--- src/rtl/dab_pkg.sv ---
// ============================================================================
// Module : dab_pkg
// Shared state encoding and width/range constants for the DAB setpoint
// sequencer.
// Rev    : 1.0  initial release
// ============================================================================
`default_nettype none

package dab_pkg;

  localparam int T_W     = 9;
  localparam int FS_W    = 19;
  localparam int T_MAX   = 255;
  localparam int PHI_MAX = 255;

  typedef enum logic [1:0] {
    ST_IDLE     = 2'd0,
    ST_SETTLE   = 2'd1,
    ST_RUN      = 2'd2,
    ST_RAMPDOWN = 2'd3
  } state_e;

endpackage

`default_nettype wire

--- src/rtl/dab_slew_step.sv ---
// ============================================================================
// Module : dab_slew_step
// Moves one signed setpoint toward its target by at most step_i per call.
// Rev    : 1.0  initial release
// ============================================================================
`default_nettype none

module dab_slew_step
  import dab_pkg::*;
(
  input  logic signed [T_W-1:0] cur_i,
  input  logic signed [T_W-1:0] tgt_i,
  input  logic        [T_W-1:0] step_i,
  output logic signed [T_W-1:0] nxt_o
);

  logic signed [T_W:0] diff;
  logic signed [T_W:0] stp;

  // The result always lies between cur_i and tgt_i, so the 9-bit
  // add/subtract below cannot wrap.
  always_comb begin
    diff  = {tgt_i[T_W-1], tgt_i} - {cur_i[T_W-1], cur_i};
    stp   = {1'b0, step_i};
    nxt_o = tgt_i;
    if (diff > stp) begin
      nxt_o = cur_i + step_i;
    end else if (diff < -stp) begin
      nxt_o = cur_i - step_i;
    end
  end

endmodule

`default_nettype wire

--- src/rtl/dab_setpoint_sequencer.sv ---
// ============================================================================
// Module : dab_setpoint_sequencer
// Range-checks host setpoints and applies them to the DAB modulator on
// switching-period boundaries; owns power-up/shutdown sequencing and sync.
// Option : DAB_SLEW_EN -- rate-limit t1/t2/phi per period (else jump).
// Rev    : 1.0  initial release
// ============================================================================
`default_nettype none

module dab_setpoint_sequencer
  import dab_pkg::*;
#(
  parameter int DIV_LAT    = 40,
  parameter int T_STEP     = 4,
  parameter int PHI_STEP   = 2,
  parameter int FS_MIN     = 1000,
  parameter int FS_MAX     = 150000,
  parameter int FS_DEFAULT = 50000
) (
  input  logic                   clk,
  input  logic                   rst_n,
  input  logic                   en,
  input  logic                   cmd_valid,
  output logic                   cmd_ready,
  input  logic signed [T_W-1:0]  cmd_t1,
  input  logic signed [T_W-1:0]  cmd_t2,
  input  logic signed [T_W-1:0]  cmd_phi,
  input  logic signed [FS_W-1:0] cmd_fs,
  input  logic                   trigger,
  output logic signed [T_W-1:0]  t1,
  output logic signed [T_W-1:0]  t2,
  output logic signed [T_W-1:0]  phi,
  output logic signed [FS_W-1:0] fs_DAB,
  output logic                   sync,
  output logic                   running,
  output logic                   cmd_err
);

  localparam int CNT_W = $clog2(DIV_LAT + 2);
  localparam logic [CNT_W-1:0] CNT_TERM = CNT_W'(DIV_LAT + 1);

  localparam logic signed [T_W-1:0]  T_LO   = '0;
  localparam logic signed [T_W-1:0]  T_HI   = T_W'(T_MAX);
  localparam logic signed [T_W-1:0]  PHI_HI = T_W'(PHI_MAX);
  localparam logic signed [T_W-1:0]  PHI_LO = T_W'(-PHI_MAX);
  localparam logic signed [FS_W-1:0] FS_LO  = FS_W'(FS_MIN);
  localparam logic signed [FS_W-1:0] FS_HI  = FS_W'(FS_MAX);
  localparam logic signed [FS_W-1:0] FS_RST = FS_W'(FS_DEFAULT);

`ifdef DAB_SLEW_EN
  localparam logic [T_W-1:0] T_STP   = T_W'(T_STEP);
  localparam logic [T_W-1:0] PHI_STP = T_W'(PHI_STEP);
`else
  // Full-scale step: every output lands on its target in one period.
  localparam logic [T_W-1:0] T_STP   = T_W'(T_STEP) | {T_W{1'b1}};
  localparam logic [T_W-1:0] PHI_STP = T_W'(PHI_STEP) | {T_W{1'b1}};
`endif

  state_e                 state_q, state_d;
  logic                   trig_q, bnd_q;
  logic                   ready_q, err_q, sync_q, sync_d;
  logic [CNT_W-1:0]       cnt_q, cnt_d;
  logic signed [T_W-1:0]  t1_q, t1_d, t2_q, t2_d, phi_q, phi_d;
  logic signed [FS_W-1:0] fs_q, fs_d;
  logic signed [T_W-1:0]  tgt_t1_q, tgt_t2_q, tgt_phi_q;
  logic signed [FS_W-1:0] tgt_fs_q;

  logic                   w_accept, w_legal, w_rampdown, w_zero;
  logic signed [T_W-1:0]  w_t1_tgt, w_t2_tgt, w_phi_tgt;
  logic signed [T_W-1:0]  w_t1_nxt, w_t2_nxt, w_phi_nxt;

  assign w_accept = cmd_valid & ready_q;
  assign w_legal  = (cmd_t1 >= T_LO) && (cmd_t1 <= T_HI) &&
                    (cmd_t2 >= T_LO) && (cmd_t2 <= T_HI) &&
                    (cmd_phi >= PHI_LO) && (cmd_phi <= PHI_HI) &&
                    (cmd_fs >= FS_LO) && (cmd_fs <= FS_HI);

  // Shutdown steps toward zero while the host targets stay stored.
  assign w_rampdown = (state_q == ST_RAMPDOWN);
  assign w_t1_tgt   = w_rampdown ? T_LO : tgt_t1_q;
  assign w_t2_tgt   = w_rampdown ? T_LO : tgt_t2_q;
  assign w_phi_tgt  = w_rampdown ? T_LO : tgt_phi_q;
  assign w_zero     = (t1_q == T_LO) && (t2_q == T_LO) && (phi_q == T_LO);

  dab_slew_step u_step_t1 (
    .cur_i  (t1_q),
    .tgt_i  (w_t1_tgt),
    .step_i (T_STP),
    .nxt_o  (w_t1_nxt)
  );

  dab_slew_step u_step_t2 (
    .cur_i  (t2_q),
    .tgt_i  (w_t2_tgt),
    .step_i (T_STP),
    .nxt_o  (w_t2_nxt)
  );

  dab_slew_step u_step_phi (
    .cur_i  (phi_q),
    .tgt_i  (w_phi_tgt),
    .step_i (PHI_STP),
    .nxt_o  (w_phi_nxt)
  );

  always_comb begin
    state_d = state_q;
    t1_d    = t1_q;
    t2_d    = t2_q;
    phi_d   = phi_q;
    fs_d    = fs_q;
    cnt_d   = cnt_q;
    sync_d  = sync_q;
    case (state_q)
      ST_IDLE: begin
        t1_d   = T_LO;
        t2_d   = T_LO;
        phi_d  = T_LO;
        sync_d = 1'b0;
        if (en) begin
          fs_d    = tgt_fs_q;
          cnt_d   = '0;
          state_d = ST_SETTLE;
        end
      end
      ST_SETTLE: begin
        if (!en) begin
          state_d = ST_RAMPDOWN;
        end else if (cnt_q == CNT_TERM) begin
          state_d = ST_RUN;
          sync_d  = 1'b1;
        end else begin
          cnt_d = cnt_q + CNT_W'(1);
        end
      end
      ST_RUN: begin
        if (!en) begin
          state_d = ST_RAMPDOWN;
        end else if (bnd_q) begin
          if (tgt_fs_q != fs_q) begin
            fs_d    = tgt_fs_q;
            cnt_d   = '0;
            state_d = ST_SETTLE;
          end else begin
            t1_d  = w_t1_nxt;
            t2_d  = w_t2_nxt;
            phi_d = w_phi_nxt;
          end
        end
      end
      ST_RAMPDOWN: begin
        if (en) begin
          state_d = ST_RUN;
          sync_d  = 1'b1;
        end else if (w_zero) begin
          state_d = ST_IDLE;
          sync_d  = 1'b0;
        end else if (bnd_q) begin
          t1_d  = w_t1_nxt;
          t2_d  = w_t2_nxt;
          phi_d = w_phi_nxt;
        end
      end
      default: state_d = ST_IDLE;
    endcase
  end

  always_ff @(posedge clk or negedge rst_n) begin
    if (!rst_n) begin
      state_q <= ST_IDLE;
      trig_q  <= 1'b0;
      bnd_q   <= 1'b0;
      ready_q <= 1'b0;
      err_q   <= 1'b0;
      sync_q  <= 1'b0;
      cnt_q   <= '0;
      t1_q    <= '0;
      t2_q    <= '0;
      phi_q   <= '0;
      fs_q    <= FS_RST;
    end else begin
      state_q <= state_d;
      trig_q  <= trigger;
      bnd_q   <= trigger & ~trig_q;
      ready_q <= (state_d == ST_IDLE) || (state_d == ST_RUN);
      err_q   <= w_accept & ~w_legal;
      sync_q  <= sync_d;
      cnt_q   <= cnt_d;
      t1_q    <= t1_d;
      t2_q    <= t2_d;
      phi_q   <= phi_d;
      fs_q    <= fs_d;
    end
  end

  // A command accepted on a boundary edge is seen by the following boundary.
  always_ff @(posedge clk or negedge rst_n) begin
    if (!rst_n) begin
      tgt_t1_q  <= '0;
      tgt_t2_q  <= '0;
      tgt_phi_q <= '0;
      tgt_fs_q  <= FS_RST;
    end else if (w_accept && w_legal) begin
      tgt_t1_q  <= cmd_t1;
      tgt_t2_q  <= cmd_t2;
      tgt_phi_q <= cmd_phi;
      tgt_fs_q  <= cmd_fs;
    end
  end

  assign cmd_ready = ready_q;
  assign cmd_err   = err_q;
  assign sync      = sync_q;
  assign running   = (state_q == ST_RUN);
  assign t1        = t1_q;
  assign t2        = t2_q;
  assign phi       = phi_q;
  assign fs_DAB    = fs_q;

endmodule

`default_nettype wire

--- config.mk ---
export PLATFORM = sky130hd
export DESIGN_NAME = dab_setpoint_sequencer
export DESIGN_NICKNAME = d
export VERILOG_FILES = /design/src/rtl/dab_pkg.sv /design/src/rtl/dab_slew_step.sv /design/src/rtl/dab_setpoint_sequencer.sv
export SDC_FILE = /design/constraint.sdc
export NUM_CORES = 1
export LEC_CHECK = 0
export BUFFER_PORTS_ARGS = -buffer_cell sky130_fd_sc_hd__buf_2
export CORE_ASPECT_RATIO = 0.8
export CORE_UTILIZATION = 48
export CTS_CLUSTER_DIAMETER = 200
export DETAILED_ROUTE_END_ITERATION = 8
export PLACE_DENSITY = 0.7
export RECOVER_POWER = 25
export SLEW_MARGIN = 40
export SYNTH_ARGS = -nofsm -noshare
export SYNTH_HDL_FRONTEND = slang
export SYNTH_HIERARCHICAL = 1
export SYNTH_SLANG_ARGS = --single-unit
--- constraint.sdc ---
create_clock -name clk -period 5.25 [get_ports clk]
set_input_delay 1.3125 -clock clk [delete_from_list [all_inputs] [get_ports clk]]
set_output_delay 1.3125 -clock clk [all_outputs]
set_load 0.1 [all_outputs]
==> qor.csv <==
stage,metric,value,unit
die,top-level I/O count,101,
cts,PostCTS Resize Cnt,0,
detailed_routing,DRC viols,4,
cts,Worst-path clk slew,0.09,ns
setup_path,Crit. End Element,flip-flop,
synthesis,ys flop type,dfrtp_1,
detailed_routing,DR top layer,met4,
timing,total negative slack,0,ns
cts,worst-skew pair later-pin latency,0.37,ns
global_route,global-route wire length before repair,42200,um
job,Max Cap Viol,1,
die,die height,133,um
placed_design,Final Wtd Congestion,0.926,
cts,TritonCTS clock tree,done,
timing,Finish-stage setup viols,0,
worst_hold_path,class of the worst hold path,reg -> reg,
synthesis,largest cells by area after synthesis,"dfrtp_1 (22%), ha_1 (16%), mux2_4 (5.4%), xnor2_1 (4.5%), a21oi_1 (4.1%)",
detailed_routing,First DRT Iteration DRCs,438,
timing,Final Cycle Share,92.6,%
setup_path,worst path required time,5.49,ns
timing,Final Hold Fails,0,
synthesis,Synth Register Bits,105,
detailed_routing,vias per inst,5.41,
die,full die area,0.0222,mm2
timing,RSZ-0062 raised after global routing,false,
cts,hold_buf cts,0,
final_layout,final core occ,56.9,%
placed_design,Placed Area,0.0116,mm2
power_and_ir_drop,pwr dens,451,mW/mm2
synthesis,Synth area leader,dfrtp_1,
global_route,"Remaining Overflow, GRT",0,
final_layout,register area,0.00264,mm2
final_layout,Layout area overhead,14.8,%
synthesis,"Seq/Total Area, Yosys",25.5,%
placed_design,DP HPWL,20200,um
synthesis,Syn Inst Count,1153,
die,core area,0.0209,mm2
setup_path,Worst Setup SP,state_q[0],
detailed_routing,routed vias,8843,
power_and_ir_drop,Peak VDD IR,0.000538,V
final_layout,design area,0.0119,mm2
detailed_routing,WL/cell,15.6,um
cts,CTS root buffer,clkbuf_16,
die,Starting Density,49.6,%
setup_path,critical path type,reg -> reg,
timing,Tightest Pin Transition,3.38,ns
timing,minimum hold slack,0.397,ns
synthesis,ys async rst share,100,%
timing,Max-slew headroom,-126,%
synthesis,Syn Area/Cell,9.00,um2
global_route,Total GRT Usage,23.5,%
die,die width,166,um
cts,CTS H-tree depth,3,
cts,Clock Sinks,105,
synthesis,synth warn,6,
run_status,outcome,"complete, but fails checks",
timing,Final Skew,0.0170,ns
setup_path,worst setup path endpoint,t1[7],
worst_hold_path,Hold Path Origin,trig_q,
detailed_routing,DR WL met2,11500,um
synthesis,Cell variety after synth,68,
synthesis,most common cell in the netlist,ha_1,
synthesis,Synth top area share,22.4,%
setup_path,Setup crit start kind,flip-flop,
detailed_routing,1st-pass router iterations,7,
global_route,initial antenna violation count,0,
setup_path,Critical R2R Capture,t1[7],
cts,total CTS buffers,9,
power_and_ir_drop,static leakage,6.10,nW
timing,final worst path period need,4.86,ns
placed_design,PortBufs,100,
detailed_routing,met3 WL,1130,um
synthesis,Mapped Area,0.0104,mm2
setup_path,reg2reg path depth,23,
setup_path,r2r setup slk,0.39,ns
setup_path,Crit path arrival time,5.10,ns
timing,Slew Limit Fails,77,
final_layout,diodes inserted,0,
final_layout,Multi-input gate area,0.00761,mm2
setup_path,crit-path max FO,16,
detailed_routing,drt total wl,25600,um
run_status,failing checks,"DRC, capacitance limit, slew limit",
detailed_routing,Routed Antenna Nets,0,
synthesis,number of synthesized flops with an enable pin,0,
synthesis,"top cells by count, synth","ha_1 (135), inv_1 (110), dfrtp_1 (93)",
global_route,largest net degree at the start of global routing,77,
cts,Longest Clk Path Bufs,2,
setup_path,RR Startpoint,state_q[0],
timing,fmax,0.206,GHz
final_layout,share of cells above drive strength 1,17.2,%
final_layout,nets@finish,1557,
cts,Setup Buffers After CTS,0,
final_layout,# fillers,1937,
die,# rows,47,
detailed_routing,Post-Route M1 WL,12800,um
global_route,vias in the first global route,8344,
worst min-delay path by stage:
stage,cells past startpoint,endpoint,slack (ns)
5_1_grt,1,bnd_q,0.42
3_3_place_gp,1,bnd_q,0.39
6_report,1,bnd_q,0.40
4_1_cts,1,bnd_q,0.40
2_1_floorplan,1,bnd_q,0.38
3_5_place_dp,1,bnd_q,0.39
registers in the layout, summed over array words and instances (netlist names), 2 cells and up:
name       flops
cnt_q          6
phi            9
t2             9
tgt_fs_q      19
fs_DAB        19
tgt_phi_q      9
tgt_t2_q       9
state_q        2
t1             9
tgt_t1_q       9
worst max-delay path: stages (launching register included):
cell and delay [ns]:
dfrtp_1 0.45, ha_4 0.22, buf_4 0.18, buf_4 0.23, nor2b_1 0.07, inv_1 0.08
ha_1 0.16, inv_1 0.06, fa_1 0.40, a21o_1 0.19, a21oi_1 0.20, o21bai_1 0.09
a21oi_1 0.23, o21bai_1 0.09, a21oi_1 0.17, xnor2_1 0.12, ha_1 0.31, nand4_1 0.08
nor2_1 0.05, a32o_1 0.25, or3_1 0.49, a221oi_2 0.30, nand3_1 0.11, a22o_1 0.21
power by group:
part           internal (mW)  total [mW]  switching (mW)
Combinational           1.26        3.58            2.32
Sequential             0.963        1.09           0.128
Clock                  0.346       0.702           0.357
routing by layer:
| metal | global-route usage (%) | vias to the layer above |
|---|---|---|
| met4 | 4.37 | 0 |
| li1 | - | 4466 |
| met3 | 3.77 | 11 |
| met5 | 0 | - |
| met1 | 33.8 | 4181 |
| met2 | 37.6 | 185 |
layout by cell type, fill, tap and decap left out, types with 37 or more instances in the layout:
cell / count
a21oi_1: 86
buf_2: 99
conb_1: 123
dfrtp_1: 92
ha_1: 134
inv_1: 110
mux2_4: 37
nand2_1: 51
nor2_1: 44
nor2b_1: 47
nor3_1: 58
xnor2_1: 53
logic make-up (layout without fill, tap and decap cells):
logic type / after synthesis / in the layout / share of synthesized area [%]
adders and majority gates: 144 / 144 / 18.0
and+or+nand+nor: 361 / 361 / 18.9
buffers and inverters: 144 / 236 / 5.89
other: 1 / 123 / 0.0361
AOI/OAI and AO/OA: 263 / 263 / 17.3
muxes: 70 / 70 / 8.84
DFF: 105 / 105 / 25.5
xor gates and xnor gates: 65 / 65 / 5.49
per-stage QoR:
stage,setup WS [ns],std cells,power (mW)
floorplan,0.479,1275,3.95
global placement,0.340,1620,4.55
detailed placement,0.253,1620,4.61
CTS,0.220,1636,5.34
global route,0.0180,1636,5.82
finish,0.389,1636,5.38
area by class of cell:
class | count | share of cell area (%)
clock buffer | 9 | 1.89
clock inverter | 7 | 0.777
inverter | 110 | 3.47
multi-input combinational | 1026 | 63.9
sequential | 105 | 22.2
tap | 269 | 2.82
timing repair buffer | 110 | 4.97
No activity file was read; power rests on OpenSTA's default activity.
